File: config.mk
export PLATFORM = sky130hd
export DESIGN_NAME = pll_avalon_master
export DESIGN_NICKNAME = d
export VERILOG_FILES = /design/src/rtl/pll_avalon_master.sv
export SDC_FILE = /design/constraint.sdc
export NUM_CORES = 1
export LEC_CHECK = 0
export CORE_MARGIN = 8
export CORE_UTILIZATION = 35
export DETAILED_ROUTE_END_ITERATION = 7
export SYNTH_ARGS = -nofsm -noshare
export SYNTH_HDL_FRONTEND = slang
export SYNTH_SLANG_ARGS = --single-unit
File: constraint.sdc
create_clock -name clk -period 3.8 [get_ports clk]
set_input_delay 0.76 -clock clk [delete_from_list [all_inputs] [get_ports clk]]
set_output_delay 0.76 -clock clk [all_outputs]
set_load 0.02 [all_outputs]
File: src/rtl/pll_avalon_master.sv
`default_nettype none
// ============================================================================
// Module      : pll_avalon_master
// Description : Avalon-MM master sequencer for the PLL register slave.
//               Accepts single write/read/poll commands. Issues each one on
//               the bus and returns exactly one response per command.
//               Bus traffic is held off while the slave requests reset.
// Revision    : 1.0 - initial release
// ============================================================================
module pll_avalon_master #(
  parameter int ADDR_W     = 3,
  parameter int DATA_W     = 16,
  parameter int POLL_LIMIT = 255,
  parameter int POLL_GAP   = 4
) (
  input  logic              clk,
  input  logic              reset_n,
  // command side
  input  logic              cmd_valid,
  output logic              cmd_ready,
  input  logic [1:0]        cmd_op,
  input  logic [ADDR_W-1:0] cmd_addr,
  input  logic [DATA_W-1:0] cmd_wdata,
  input  logic [DATA_W-1:0] cmd_mask,
  // response side
  output logic              rsp_valid,
  output logic [DATA_W-1:0] rsp_data,
  output logic [1:0]        rsp_status,
  // slave status
  input  logic              pll_resetrequest,
  // Avalon-MM master
  output logic [ADDR_W-1:0] address,
  output logic              chipselect,
  output logic              read,
  output logic              write,
  output logic [DATA_W-1:0] writedata,
  input  logic [DATA_W-1:0] readdata,
  input  logic              waitrequest
);

  typedef enum logic [2:0] {
    S_HOLD = 3'd0,
    S_IDLE = 3'd1,
    S_XFER = 3'd2,
    S_GAP  = 3'd3,
    S_RESP = 3'd4
  } state_t;

  localparam logic [1:0] OP_WRITE   = 2'b00;
  localparam logic [1:0] OP_POLL    = 2'b10;
  localparam logic [1:0] ST_OK      = 2'b00;
  localparam logic [1:0] ST_TIMEOUT = 2'b01;
  localparam logic [1:0] ST_ABORT   = 2'b10;

  localparam logic [15:0] LIMIT_C    = 16'(POLL_LIMIT);
  // Last gap count before the next poll read; unused when POLL_GAP is 0.
  localparam logic [7:0]  GAP_LAST_C = (POLL_GAP > 0) ? 8'(POLL_GAP - 1) : 8'd0;

  state_t              state_q;
  logic                cmd_ready_q;
  logic                rsp_valid_q;
  logic [DATA_W-1:0]   rsp_data_q;
  logic [1:0]          rsp_status_q;
  logic [ADDR_W-1:0]   address_q;
  logic                chipselect_q;
  logic                read_q;
  logic                write_q;
  logic [DATA_W-1:0]   writedata_q;

  // latched command
  logic [1:0]          op_q;
  logic [ADDR_W-1:0]   addr_q;
  logic [DATA_W-1:0]   wdata_q;
  logic [DATA_W-1:0]   mask_q;
  logic [15:0]         poll_cnt_q;
  logic [7:0]          gap_cnt_q;

  logic [15:0]         poll_cnt_d;
  logic                poll_hit_d;
  logic                poll_last_d;

  // Poll bookkeeping for the read completing in this cycle (count saturates).
  always_comb begin
    poll_cnt_d  = (poll_cnt_q == 16'hFFFF) ? poll_cnt_q : poll_cnt_q + 16'd1;
    poll_hit_d  = ((readdata ^ wdata_q) & mask_q) == '0;
    poll_last_d = (poll_cnt_d == LIMIT_C);
  end

  // Sequencer: one command at a time, every output driven from a register.
  always_ff @(posedge clk or negedge reset_n) begin
    if (!reset_n) begin
      state_q      <= S_HOLD;
      cmd_ready_q  <= 1'b0;
      rsp_valid_q  <= 1'b0;
      rsp_data_q   <= '0;
      rsp_status_q <= ST_OK;
      address_q    <= '0;
      chipselect_q <= 1'b0;
      read_q       <= 1'b0;
      write_q      <= 1'b0;
      writedata_q  <= '0;
      op_q         <= OP_WRITE;
      addr_q       <= '0;
      wdata_q      <= '0;
      mask_q       <= '0;
      poll_cnt_q   <= '0;
      gap_cnt_q    <= '0;
    end else begin
      rsp_valid_q <= 1'b0;
      case (state_q)
        S_HOLD: begin
          cmd_ready_q <= 1'b0;
          if (!pll_resetrequest) begin
            state_q     <= S_IDLE;
            cmd_ready_q <= 1'b1;
          end
        end

        S_IDLE: begin
          // An accepted command wins over a simultaneous reset request; it is
          // then aborted from XFER on the following edge.
          if (cmd_valid && cmd_ready_q) begin
            op_q         <= cmd_op;
            addr_q       <= cmd_addr;
            wdata_q      <= cmd_wdata;
            mask_q       <= cmd_mask;
            poll_cnt_q   <= '0;
            cmd_ready_q  <= 1'b0;
            chipselect_q <= 1'b1;
            address_q    <= cmd_addr;
            write_q      <= (cmd_op == OP_WRITE);
            read_q       <= (cmd_op != OP_WRITE);
            writedata_q  <= (cmd_op == OP_WRITE) ? cmd_wdata : '0;
            state_q      <= S_XFER;
          end else if (pll_resetrequest) begin
            cmd_ready_q <= 1'b0;
            state_q     <= S_HOLD;
          end
        end

        S_XFER: begin
          if (pll_resetrequest) begin
            // Abandon the transfer even if the slave is still stalling.
            chipselect_q <= 1'b0;
            read_q       <= 1'b0;
            write_q      <= 1'b0;
            address_q    <= '0;
            writedata_q  <= '0;
            rsp_valid_q  <= 1'b1;
            rsp_data_q   <= '0;
            rsp_status_q <= ST_ABORT;
            state_q      <= S_HOLD;
          end else if (!waitrequest) begin
            if (op_q == OP_POLL && !poll_hit_d && !poll_last_d) begin
              poll_cnt_q <= poll_cnt_d;
              gap_cnt_q  <= '0;
              if (POLL_GAP == 0) begin
                // Back-to-back reads: keep the bus asserted.
                state_q <= S_XFER;
              end else begin
                chipselect_q <= 1'b0;
                read_q       <= 1'b0;
                address_q    <= '0;
                state_q      <= S_GAP;
              end
            end else begin
              chipselect_q <= 1'b0;
              read_q       <= 1'b0;
              write_q      <= 1'b0;
              address_q    <= '0;
              writedata_q  <= '0;
              rsp_valid_q  <= 1'b1;
              rsp_data_q   <= (op_q == OP_WRITE) ? '0 : readdata;
              rsp_status_q <= (op_q == OP_POLL && !poll_hit_d) ? ST_TIMEOUT : ST_OK;
              if (op_q == OP_POLL) begin
                poll_cnt_q <= poll_cnt_d;
              end
              state_q <= S_RESP;
            end
          end
        end

        S_GAP: begin
          if (pll_resetrequest) begin
            rsp_valid_q  <= 1'b1;
            rsp_data_q   <= '0;
            rsp_status_q <= ST_ABORT;
            gap_cnt_q    <= '0;
            state_q      <= S_HOLD;
          end else if (gap_cnt_q == GAP_LAST_C) begin
            chipselect_q <= 1'b1;
            read_q       <= 1'b1;
            address_q    <= addr_q;
            gap_cnt_q    <= '0;
            state_q      <= S_XFER;
          end else begin
            gap_cnt_q <= gap_cnt_q + 8'd1;
          end
        end

        S_RESP: begin
          // The response is already on the port; a reset request here only
          // redirects to HOLD instead of reopening the command port.
          if (pll_resetrequest) begin
            cmd_ready_q <= 1'b0;
            state_q     <= S_HOLD;
          end else begin
            cmd_ready_q <= 1'b1;
            state_q     <= S_IDLE;
          end
        end

        default: begin
          state_q <= S_HOLD;
        end
      endcase
    end
  end

  assign cmd_ready  = cmd_ready_q;
  assign rsp_valid  = rsp_valid_q;
  assign rsp_data   = rsp_data_q;
  assign rsp_status = rsp_status_q;
  assign address    = address_q;
  assign chipselect = chipselect_q;
  assign read       = read_q;
  assign write      = write_q;
  assign writedata  = writedata_q;

endmodule
`default_nettype wire

==> flow_summary_export.csv, run 1 <==
group,metric,value,unit
yosys,synth-async-reset-ratio,100,%
worst_setup_path,reg2reg_depth,9,
layout,diodes,0,
clock_tree,postCtsSetupBuffers,0,
worst_setup_path,critical-path-top-cell-by-count,"sky130_fd_sc_hd__a22o_1",
yosys,edff_count_synth,0,
sta,final-hold-violation-count,0,
clock_tree,clk_pin_slew,70,ps
layout,drive_above_1_share,15.1,%
clock_tree,clk_latency,350,ps
power_and_ir_drop,power.internal,2.98,mW
sta,rsz0062_at_grt,"no",
sta,period_needed,2960,ps
layout,seqCellArea,2650,um2
power_and_ir_drop,pwr_density_cell,698,nW/um2
worst_setup_path,worstSetupStartpoint,"poll_cnt_q[0]$_DFFE_PN0P_",
routing,totalWireLength,13.4,mm
clock_tree,clock_sink_count,106,
clock_tree,tritoncts.num_buffers,9,
yosys,synth_flop_cell,"sky130_fd_sc_hd__dfrtp_1",
sta,drv_slew,0,
floorplanning,coreArea,14300,um2
power_and_ir_drop,power_switching_share,34.7,%
yosys,count_of_distinct_cell_types_in_the_synthesized_netlist,58,
place,io_buffers,99,
global_routing,grt_overflow,0,
clock_tree,cts-hold-fix-buffers,0,
global_routing,pin_count_of_the_biggest_net_entering_global_routing,63,
floorplanning,row_count,44,
worst_setup_path,regToRegStartpoint,"poll_cnt_q[0]$_DFFE_PN0P_",
sta,finalSetupViolCount,0,
layout,layout.nets,599,
layout,multiInputGateArea,2270,um2
layout,final.fill_count,1392,
routing,post_drt_via_cell_ratio,5.37,
sta,timing.max_slew.rel_slack,41.4,%
worst_setup_path,end_kind,"flip-flop",
yosys,synth.net_count,502,
worst_setup_path,critPathCapture,"rsp_data[15]$_DFFE_PN0P_",
floorplanning,initial_utilization,35.3,%
power_and_ir_drop,vdd_ir_drop_max,0.000347,V
floorplanning,dieWidth,136,um
routing,vias_after_detailed_routing,3911,
place,gpl.final_weighted_congestion,0.844,
yosys,postSynthCellCount,442,
routing,drt-pass1-iter-count,4,
power_and_ir_drop,power.clock.fraction,21.2,%
floorplanning,die_area,18500,um2
routing,drt_iter0_markers,260,
outcome,outcome,"finished clean",
yosys,ys_ff_latch,106,
global_routing,grt_first_pass_wirelength,22.1,mm
clock_tree,htree_num_levels,3,
power_and_ir_drop,p_switching,1.58,mW
routing,antenna_viol_nets_final,0,
worst_setup_path,worst-endpoint-arrival,3210,ps
yosys,ys_warnings,0,
min_path,holdCritPathClass,"input pin to async pin",
sta,fin_skew,7.27,ps
worst_setup_path,setup.worst_path.class,"flip-flop to flip-flop",
routing,route.detailed.drc,0,
sta,final.period_utilization,78.0,%
job,drv_cap,0,
worst_setup_path,reg2reg_slack,840,ps
routing,post_drt_wl_per_cell,18.4,um
yosys,synth_area,5050,um2
sta,fin_setup_tns,0,ps
layout,most-common-layout-cells,"sky130_fd_sc_hd__dfrtp_1 (106), sky130_fd_sc_hd__clkdlybuf4s50_1 (98), sky130_fd_sc_hd__mux2_2 (39)",
power_and_ir_drop,comb_power_share,38.3,%
worst_setup_path,worst-endpoint-required,4040,ps
clock_tree,tritoncts,"done",
layout,mostFrequentLayoutCell,"sky130_fd_sc_hd__dfrtp_1",
sta,fmax,0.337,GHz
worst_setup_path,critical_path_slowest_stage_cell,"sky130_fd_sc_hd__or4b_1",
clock_tree,post_cts_resize_count,0,
floorplanning,fp.dieH,136,um
global_routing,initial_antenna_violation_count,0,
clock_tree,cts_root_buffer,"sky130_fd_sc_hd__clkbuf_16",
sta,minimum_hold_slack,473,ps
yosys,synthesis.area_per_instance,11.4,um2
worst_setup_path,critPathMaxFanout,17,
power_and_ir_drop,sequentialPowerShare,40.5,%
clock_tree,cts.path.max_buffers,2,
yosys,synth_seq_area_share,52.5,%
worst_setup_path,timing.critical_path.from_type,"flip-flop",
worst_setup_path,path_cells,"ha_1, nand4_2, nor2_1, or4b_1, a22oi_4, a22o_1, a21oi_2, buf_4, a22o_1",
global_routing,first_global_vias,4233,
power_and_ir_drop,leakagePower,2.72,nW
layout,syn_to_final_growth,29.3,%
global_routing,grt_util_all_layers,15.0,%
worst_setup_path,max_stage_delay,540,ps
floorplanning,num_io_pins,100,
worst_setup_path,r2r_end,"rsp_data[15]$_DFFE_PN0P_",
sta,slew_at_the_pin_with_the_worst_max_slew_slack,874,ps
place,place.detailed.hpwl,9.74,mm
[area by class of cell]
| class | count | share of cell area, % |
|---|---|---|
| clock inverter | 6 | 1.07 |
| tap | 184 | 3.52 |
| sequential | 106 | 40.6 |
| timing repair buffer | 108 | 16.2 |
| multi-input combinational | 307 | 34.7 |
| inverter | 7 | 0.402 |
| clock buffer | 10 | 3.51 |
[worst min path at each step]
| stage | start | cells past startpoint | endpoint | slack [ps] |
|---|---|---|---|---|
| after floorplan | reset_n | 0 | addr_q[0]$_DFFE_PN0P_ | 460 |
| after global placement | address[1]$_DFFE_PN0P_ | 2 | address[1]$_DFFE_PN0P_ | 470 |
| after detailed placement | address[1]$_DFFE_PN0P_ | 2 | address[1]$_DFFE_PN0P_ | 470 |
| after CTS | address[1]$_DFFE_PN0P_ | 2 | address[1]$_DFFE_PN0P_ | 490 |
| after global routing | write$_DFFE_PN0P_ | 1 | write$_DFFE_PN0P_ | 510 |
| final | reset_n | 1 | poll_cnt_q[3]$_DFFE_PN0P_ | 470 |
[state kept, by name, indices dropped and copies added, names as in the netlist]
name	flops
mask_q	16
poll_cnt_q	16
rsp_data	16
wdata_q	16
writedata	16
gap_cnt_q	8
addr_q	3
address	3
state_q	3
op_q	2
rsp_status	2
chipselect	1
cmd_ready	1
read	1
rsp_valid	1
write	1
[Yosys cell counts (3+ instances only)]
library cell               count  share of area [%]
sky130_fd_sc_hd__a31oi_1       5               0.62
sky130_fd_sc_hd__and2_1        4               0.50
sky130_fd_sc_hd__a21oi_1      22                2.2
sky130_fd_sc_hd__and3_1        9                1.1
sky130_fd_sc_hd__nand3_1      16                1.6
sky130_fd_sc_hd__or3_1         4               0.50
sky130_fd_sc_hd__o21ba_2       3               0.59
sky130_fd_sc_hd__nand4_1       8               0.99
sky130_fd_sc_hd__dfrtp_1     106                 53
sky130_fd_sc_hd__nand2_1      24                1.8
sky130_fd_sc_hd__xor2_1       17                2.9
sky130_fd_sc_hd__buf_4         3               0.45
sky130_fd_sc_hd__clkbuf_1     14                1.0
sky130_fd_sc_hd__nand2b_1      4               0.50
sky130_fd_sc_hd__a22o_1       36                6.2
sky130_fd_sc_hd__mux2_2       39                8.7
sky130_fd_sc_hd__o31ai_1       8                1.2
sky130_fd_sc_hd__inv_1         7               0.52
sky130_fd_sc_hd__nor2b_1       5               0.62
sky130_fd_sc_hd__o21ai_0      27                2.7
sky130_fd_sc_hd__nor3_1        7               0.69
sky130_fd_sc_hd__nor2_1       20                1.5
sky130_fd_sc_hd__xnor2_1       4               0.69
sky130_fd_sc_hd__a22oi_1       8                1.2
[logic make-up after synthesis]
group,after synthesis,synth area share (%)
buffers and inverters,29,2.72
muxes,40,8.89
AOI/OAI and AO/OA,129,19.1
xor gates and xnor gates,21,3.64
DFF,106,52.5
and+or+nand+nor,115,12.6
adders and majority gates,2,0.495
[layer usage]
metal / GRT usage [%] / vias up / wire length, um
li1: - / 1840 / -
met1: 18.5 / 1926 / 5940
met2: 23.3 / 129 / 6070
met3: 6.02 / 16 / 1190
met4: 5.37 / 0 / 208
met5: 0 / - / 0
[power groups by stage]
| stage | clock network (mW) | logic, mW | registers, mW |
|---|---|---|---|
| 5_1_grt | 1.02 | 1.89 | 1.91 |
| 3_3_place_gp | 0 | 1.74 | 1.85 |
| 3_5_place_dp | 0 | 1.78 | 1.85 |
| 6_report | 0.967 | 1.75 | 1.85 |
| 4_1_cts | 0.982 | 1.78 | 1.85 |
| 2_1_floorplan | 0 | 0.818 | 2.03 |
[worst max-delay path, delay by kind of cell (launching register included)]
family | cells | cell delay, ps
and+or+nand+nor | 3 | 1050
AOI/OAI and AO/OA | 4 | 830
buffers and inverters | 1 | 220
DFF | 1 | 430
adders and majority gates | 1 | 310
[metrics by stage]
step	util (%)	cells	instance area, um2	power, mW	setup WS, ps
final	45.6	728	6530	4.56	836
after detailed placement	43.5	712	6230	3.63	696
after global routing	45.6	728	6530	4.82	660
after global placement	43.5	712	6230	3.60	766
after CTS	45.6	728	6530	4.61	834
after floorplan	-	442	5050	2.85	1220
No activity file was read; power rests on OpenSTA's default activity.
==> run 2: changes to the inputs <==
==> constraint.sdc (replaced) <==
create_clock -name clk -period 3.05 [get_ports clk]
set_input_delay 0.61 -clock clk [delete_from_list [all_inputs] [get_ports clk]]
set_output_delay 0.61 -clock clk [all_outputs]
set_load 0.02 [all_outputs]
==> flow_summary_export.csv, run 2 (synthesis results as in run 1) <==
group,metric,value,unit
power_and_ir_drop,vdd_ir_drop_max,0.000587,V
worst_setup_path,critPathMaxFanout,8,
global_routing,grt_util_all_layers,15.1,%
job,drv_cap,0,
global_routing,grt_first_pass_wirelength,22.2,mm
worst_setup_path,path_cells,"ha_1, nand4_2, or4_4, a211o_1, a22oi_4, nor2b_1, o31a_1, mux2_2",
routing,dr.max_layer_used,"met4",
global_routing,first_global_vias,4218,
layout,layout.nets,604,
global_routing,pin_count_of_the_biggest_net_entering_global_routing,51,
sta,fin_ws,280,ps
routing,drt-pass1-iter-count,4,
worst_setup_path,worst-endpoint-required,3350,ps
worst_setup_path,reg2reg_depth,8,
routing,route.detailed.drc,0,
clock_tree,tritoncts,"done",
min_path,holdCritPathClass,"input pin to async pin",
clock_tree,post_cts_resize_count,0,
worst_setup_path,critical_path_slowest_stage_cell,"sky130_fd_sc_hd__or4_4",
clock_tree,clk_latency,360,ps
routing,totalWireLength,13.2,mm
clock_tree,cts-hold-fix-buffers,0,
clock_tree,cts.path.max_buffers,2,
worst_setup_path,timing.critical_path.from_type,"flip-flop",
routing,dr_wl_met2,6.10,mm
place,placed_cell_area,6310,um2
worst_setup_path,end_kind,"flip-flop",
sta,fmax,0.361,GHz
outcome,outcome,"finished clean",
clock_tree,clk_pin_slew,80,ps
layout,final.fill_count,1379,
worst_setup_path,critical_path_cell_count,8,
global_routing,grt_overflow,0,
sta,final.period_utilization,90.8,%
floorplanning,coreArea,14300,um2
clock_tree,postCtsSetupBuffers,0,
clock_tree,htree_num_levels,3,
worst_setup_path,setup.worst_path.class,"flip-flop to flip-flop",
floorplanning,row_count,44,
worst_setup_path,cp_top_family,"simple AND/OR/NAND/NOR gates",
sta,drv_slew,0,
layout,fin_cells,733,
routing,post_drt_via_cell_ratio,5.29,
routing,antenna_viol_nets_final,0,
routing,detail_route_met3_wl,1.24,mm
layout,diodes,0,
clock_tree,clock_sink_count,106,
floorplanning,die_area,18500,um2
sta,minimum_hold_slack,283,ps
sta,final-hold-violation-count,0,
place,place.detailed.hpwl,9.61,mm
layout,post-route-util,46.2,%
sta,rsz0062_at_grt,"no",
place,gpl.final_weighted_congestion,0.835,
routing,vias_after_detailed_routing,3880,
worst_setup_path,max_stage_delay,550,ps
global_routing,initial_antenna_violation_count,0,
worst_setup_path,critPathBufInv,0,
floorplanning,fp.dieH,136,um
routing,wl_met1,5.71,mm
clock_tree,cts_root_buffer,"sky130_fd_sc_hd__clkbuf_16",
place,placed_cells_incl_taps,717,
sta,period_needed,2770,ps
layout,most-common-layout-cells,"sky130_fd_sc_hd__dfrtp_1 (106), sky130_fd_sc_hd__clkdlybuf4s50_1 (98), sky130_fd_sc_hd__mux2_2 (39)",
layout,seqCellArea,2650,um2
floorplanning,num_io_pins,100,
layout,multiInputGateArea,2270,um2
layout,syn_to_final_growth,31.0,%
clock_tree,tritoncts.num_buffers,9,
sta,fin_skew,8.42,ps
worst_setup_path,worst-endpoint-arrival,3070,ps
layout,finish.instance_area,6620,um2
sta,finalSetupViolCount,0,
sta,fin_setup_tns,0,ps
layout,mostFrequentLayoutCell,"sky130_fd_sc_hd__dfrtp_1",
routing,post_drt_wl_per_cell,18.0,um
place,io_buffers,99,
power_and_ir_drop,pwr_density_cell,864,nW/um2
sta,slew_at_the_pin_with_the_worst_max_slew_slack,864,ps
routing,drt_iter0_markers,269,
floorplanning,dieWidth,136,um
floorplanning,initial_utilization,35.3,%
power_and_ir_drop,p_total,5.72,mW
place,pre_cts_slack,48.8,ps
power_and_ir_drop,leakagePower,2.77,nW
layout,drive_above_1_share,16.0,%
sta,timing.max_slew.rel_slack,42.1,%
## run 2: power breakdown
| part | internal, mW | total (mW) | switching, mW |
|---|---|---|---|
| clock | 0.655 | 1.22 | 0.568 |
| combinational | 1.14 | 2.19 | 1.05 |
| sequential | 1.93 | 2.30 | 0.371 |
## run 2: worst paths after layout
check / slack, ps / from / endpoint
max: 280 / poll_cnt_q[0]$_DFFE_PN0P_ / gap_cnt_q[0]$_DFFE_PN0P_
min: 280 / reset_n / mask_q[3]$_DFFE_PN0P_
max reg2reg: 280 / poll_cnt_q[0]$_DFFE_PN0P_ / gap_cnt_q[0]$_DFFE_PN0P_
min reg2reg: 490 / write$_DFFE_PN0P_ / write$_DFFE_PN0P_
max in group asynchronous: 2020 / reset_n / wdata_q[3]$_DFFE_PN0P_
min in group clk: 490 / write$_DFFE_PN0P_ / write$_DFFE_PN0P_
## run 2: final cells by class
cell class | instances | share of cell area (%)
flip-flops and latches | 106 | 40.1
inverters | 7 | 0.397
repair buffers | 113 | 17.1
clock inverters | 7 | 1.27
multi-input cells | 307 | 34.3
clock buffers | 9 | 3.40
well taps | 184 | 3.48
## run 2: per-layer routing
metal,global-route usage [%],vias up
met2,23.1,122
met1,18.7,1897
met5,0,-
met3,7.24,13
met4,3.84,0
li1,-,1848
## run 2: worst reg2reg max path, delay by kind of cell, from the launching register on
kind	cells	cell delay, ps
AO/OA/AOI/OAI	3	920
flip-flops	1	430
adder cells (fa/ha/maj)	1	230
multiplexers	1	220
AND/OR/NAND/NOR	3	930
==> run 3: changes to the inputs <==
--- a/config.mk
+++ b/config.mk
@@ -8,6 +8,7 @@
 export CORE_MARGIN = 8
 export CORE_UTILIZATION = 35
 export DETAILED_ROUTE_END_ITERATION = 7
+export DONT_BUFFER_PORTS = 1
 export SYNTH_ARGS = -nofsm -noshare
 export SYNTH_HDL_FRONTEND = slang
 export SYNTH_SLANG_ARGS = --single-unit
==> flow_summary_export.csv, run 3 (synthesis results as in run 1) <==
group,metric,value,unit
global_routing,grt_first_pass_wirelength,19.9,mm
job,drv_cap,0,
routing,vias_after_detailed_routing,3509,
routing,post_drt_via_cell_ratio,5.57,
power_and_ir_drop,vdd_ir_drop_max,0.000536,V
sta,finalSetupViolCount,0,
clock_tree,htree_num_levels,3,
worst_setup_path,critical_path_slowest_stage_cell,"sky130_fd_sc_hd__or4_4",
sta,fmax,0.360,GHz
worst_setup_path,worst-endpoint-required,3340,ps
floorplanning,coreArea,14300,um2
routing,route.detailed.drc,0,
floorplanning,die_area,18500,um2
place,place.detailed.hpwl,8.93,mm
sta,timing.max_slew.rel_slack,41.0,%
floorplanning,initial_utilization,35.3,%
clock_tree,postCtsSetupBuffers,0,
sta,slew_at_the_pin_with_the_worst_max_slew_slack,879,ps
global_routing,grt_util_all_layers,13.7,%
power_and_ir_drop,leakagePower,2.38,nW
outcome,outcome,"complete, but fails checks",
floorplanning,row_count,44,
global_routing,grt_overflow,0,
min_path,holdCritPathClass,"input pin to async pin",
floorplanning,num_io_pins,100,
global_routing,pin_count_of_the_biggest_net_entering_global_routing,107,
layout,layout.nets,501,
worst_setup_path,critPathMaxFanout,8,
clock_tree,clock_sink_count,106,
sta,drv_slew,0,
worst_setup_path,cp_top_family,"simple AND/OR/NAND/NOR gates",
sta,fin_setup_tns,0,ps
routing,drt_iter0_markers,226,
worst_setup_path,max_stage_delay,530,ps
floorplanning,fp.dieH,136,um
global_routing,first_global_vias,3614,
routing,antenna_viol_nets_final,0,
outcome,violations,"negative hold slack",
layout,seqCellArea,2650,um2
sta,minimum_hold_slack,-52.7,ps
sta,fin_skew,8.05,ps
layout,diodes,0,
place,placed_cell_area,5280,um2
worst_setup_path,setup.worst_path.class,"flip-flop to flip-flop",
layout,mostFrequentLayoutCell,"sky130_fd_sc_hd__dfrtp_1",
layout,finish.instance_area,5600,um2
worst_setup_path,timing.critical_path.from_type,"flip-flop",
worst_setup_path,worst-endpoint-arrival,3070,ps
place,io_buffers,0,
floorplanning,dieWidth,136,um
sta,fin_ws,269,ps
sta,period_needed,2780,ps
sta,rsz0062_at_grt,"no",
layout,final.fill_count,1389,
worst_setup_path,end_kind,"flip-flop",
layout,most-common-layout-cells,"sky130_fd_sc_hd__dfrtp_1 (106), sky130_fd_sc_hd__mux2_2 (39), sky130_fd_sc_hd__a22o_1 (36)",
routing,drt-pass1-iter-count,5,
routing,post_drt_wl_per_cell,19.4,um
clock_tree,cts_root_buffer,"sky130_fd_sc_hd__clkbuf_16",
place,pre_cts_slack,289,ps
worst_setup_path,path_cells,"ha_1, nand4_2, or4_4, a211o_1, a22oi_4, nor2b_1, o31a_1, mux2_2",
worst_setup_path,critPathBufInv,0,
layout,multiInputGateArea,2270,um2
power_and_ir_drop,p_total,5.12,mW
clock_tree,cts.path.max_buffers,2,
place,gpl.final_weighted_congestion,0.825,
clock_tree,post_cts_resize_count,0,
routing,totalWireLength,12.2,mm
power_and_ir_drop,pwr_density_cell,915,nW/um2
clock_tree,clk_pin_slew,70,ps
clock_tree,clk_latency,350,ps
layout,syn_to_final_growth,10.8,%
sta,final.period_utilization,91.2,%
clock_tree,tritoncts.num_buffers,9,
layout,drive_above_1_share,18.6,%
global_routing,initial_antenna_violation_count,1,
sta,final-hold-violation-count,106,
layout,post-route-util,39.1,%
clock_tree,tritoncts,"done",
-- run 3: cell types whose count changed in the layout (fill, tap and decap cells not counted), sizes merged --
cell / before / now
clkdlybuf4s50: 98 / 0
clkbuf: 9 / 11
buf: 15 / 10
clkinv: 2 / 0
-- run 3: area by class of cell --
class                           instances  share of cell area, %
Sequential cell                       106                   47.4
Multi-Input combinational cell        307                   40.5
Clock buffer                           11                   4.52
Tap cell                              184                   4.11
Timing Repair Buffer                   10                   1.79
Clock inverter                          5                   1.16
Inverter                                7                  0.470
-- run 3: layer usage --
| layer | global-route usage, % | wire [um] |
|---|---|---|
| met5 | 0 | 13 |
| met4 | 3.72 | 140 |
| met3 | 6.69 | 1240 |
| met2 | 20.4 | 5490 |
| met1 | 17.4 | 5330 |
-- run 3: power by group --
group | leakage (nW) | switching [mW] | internal (mW)
clock | 0.158 | 0.529 | 0.693
sequential | 1.38 | 0.733 | 1.93
combinational | 0.843 | 0.564 | 0.673
total | 2.38 | 1.83 | 3.30
-- run 3: through the flow --
stage,cells,hold WS (ps)
floorplan,442,314
global placement,614,325
detailed placement,614,325
CTS,630,-52.8
global route,630,-66.5
finish,630,-52.7
-- run 3: worst reg2reg max path, stage by stage, from the launching register on --
cell and delay (ps):
sky130_fd_sc_hd__dfrtp_1 420, sky130_fd_sc_hd__ha_1 290, sky130_fd_sc_hd__nand4_2 160, sky130_fd_sc_hd__or4_4 530, sky130_fd_sc_hd__a211o_1 340, sky130_fd_sc_hd__a22oi_4 210
sky130_fd_sc_hd__nor2b_1 210, sky130_fd_sc_hd__o31a_1 350, sky130_fd_sc_hd__mux2_2 220
-- run 3: worst paths after layout --
check                                          start                        to  slack, ps  cells after the start
min reg2reg                 gap_cnt_q[1]$_DFFE_PN0P_  gap_cnt_q[1]$_DFFE_PN0P_        500                      1
max                        poll_cnt_q[0]$_DFFE_PN0P_  gap_cnt_q[0]$_DFFE_PN0P_        270                      8
max reg2reg                poll_cnt_q[0]$_DFFE_PN0P_  gap_cnt_q[0]$_DFFE_PN0P_        270                      8
max in group asynchronous                    reset_n  gap_cnt_q[7]$_DFFE_PN0P_       2950                      0
min in group clk                    pll_resetrequest     cmd_ready$_DFFE_PN0P_        360                      1
min                                          reset_n    wdata_q[1]$_DFFE_PN0P_        -50                      0
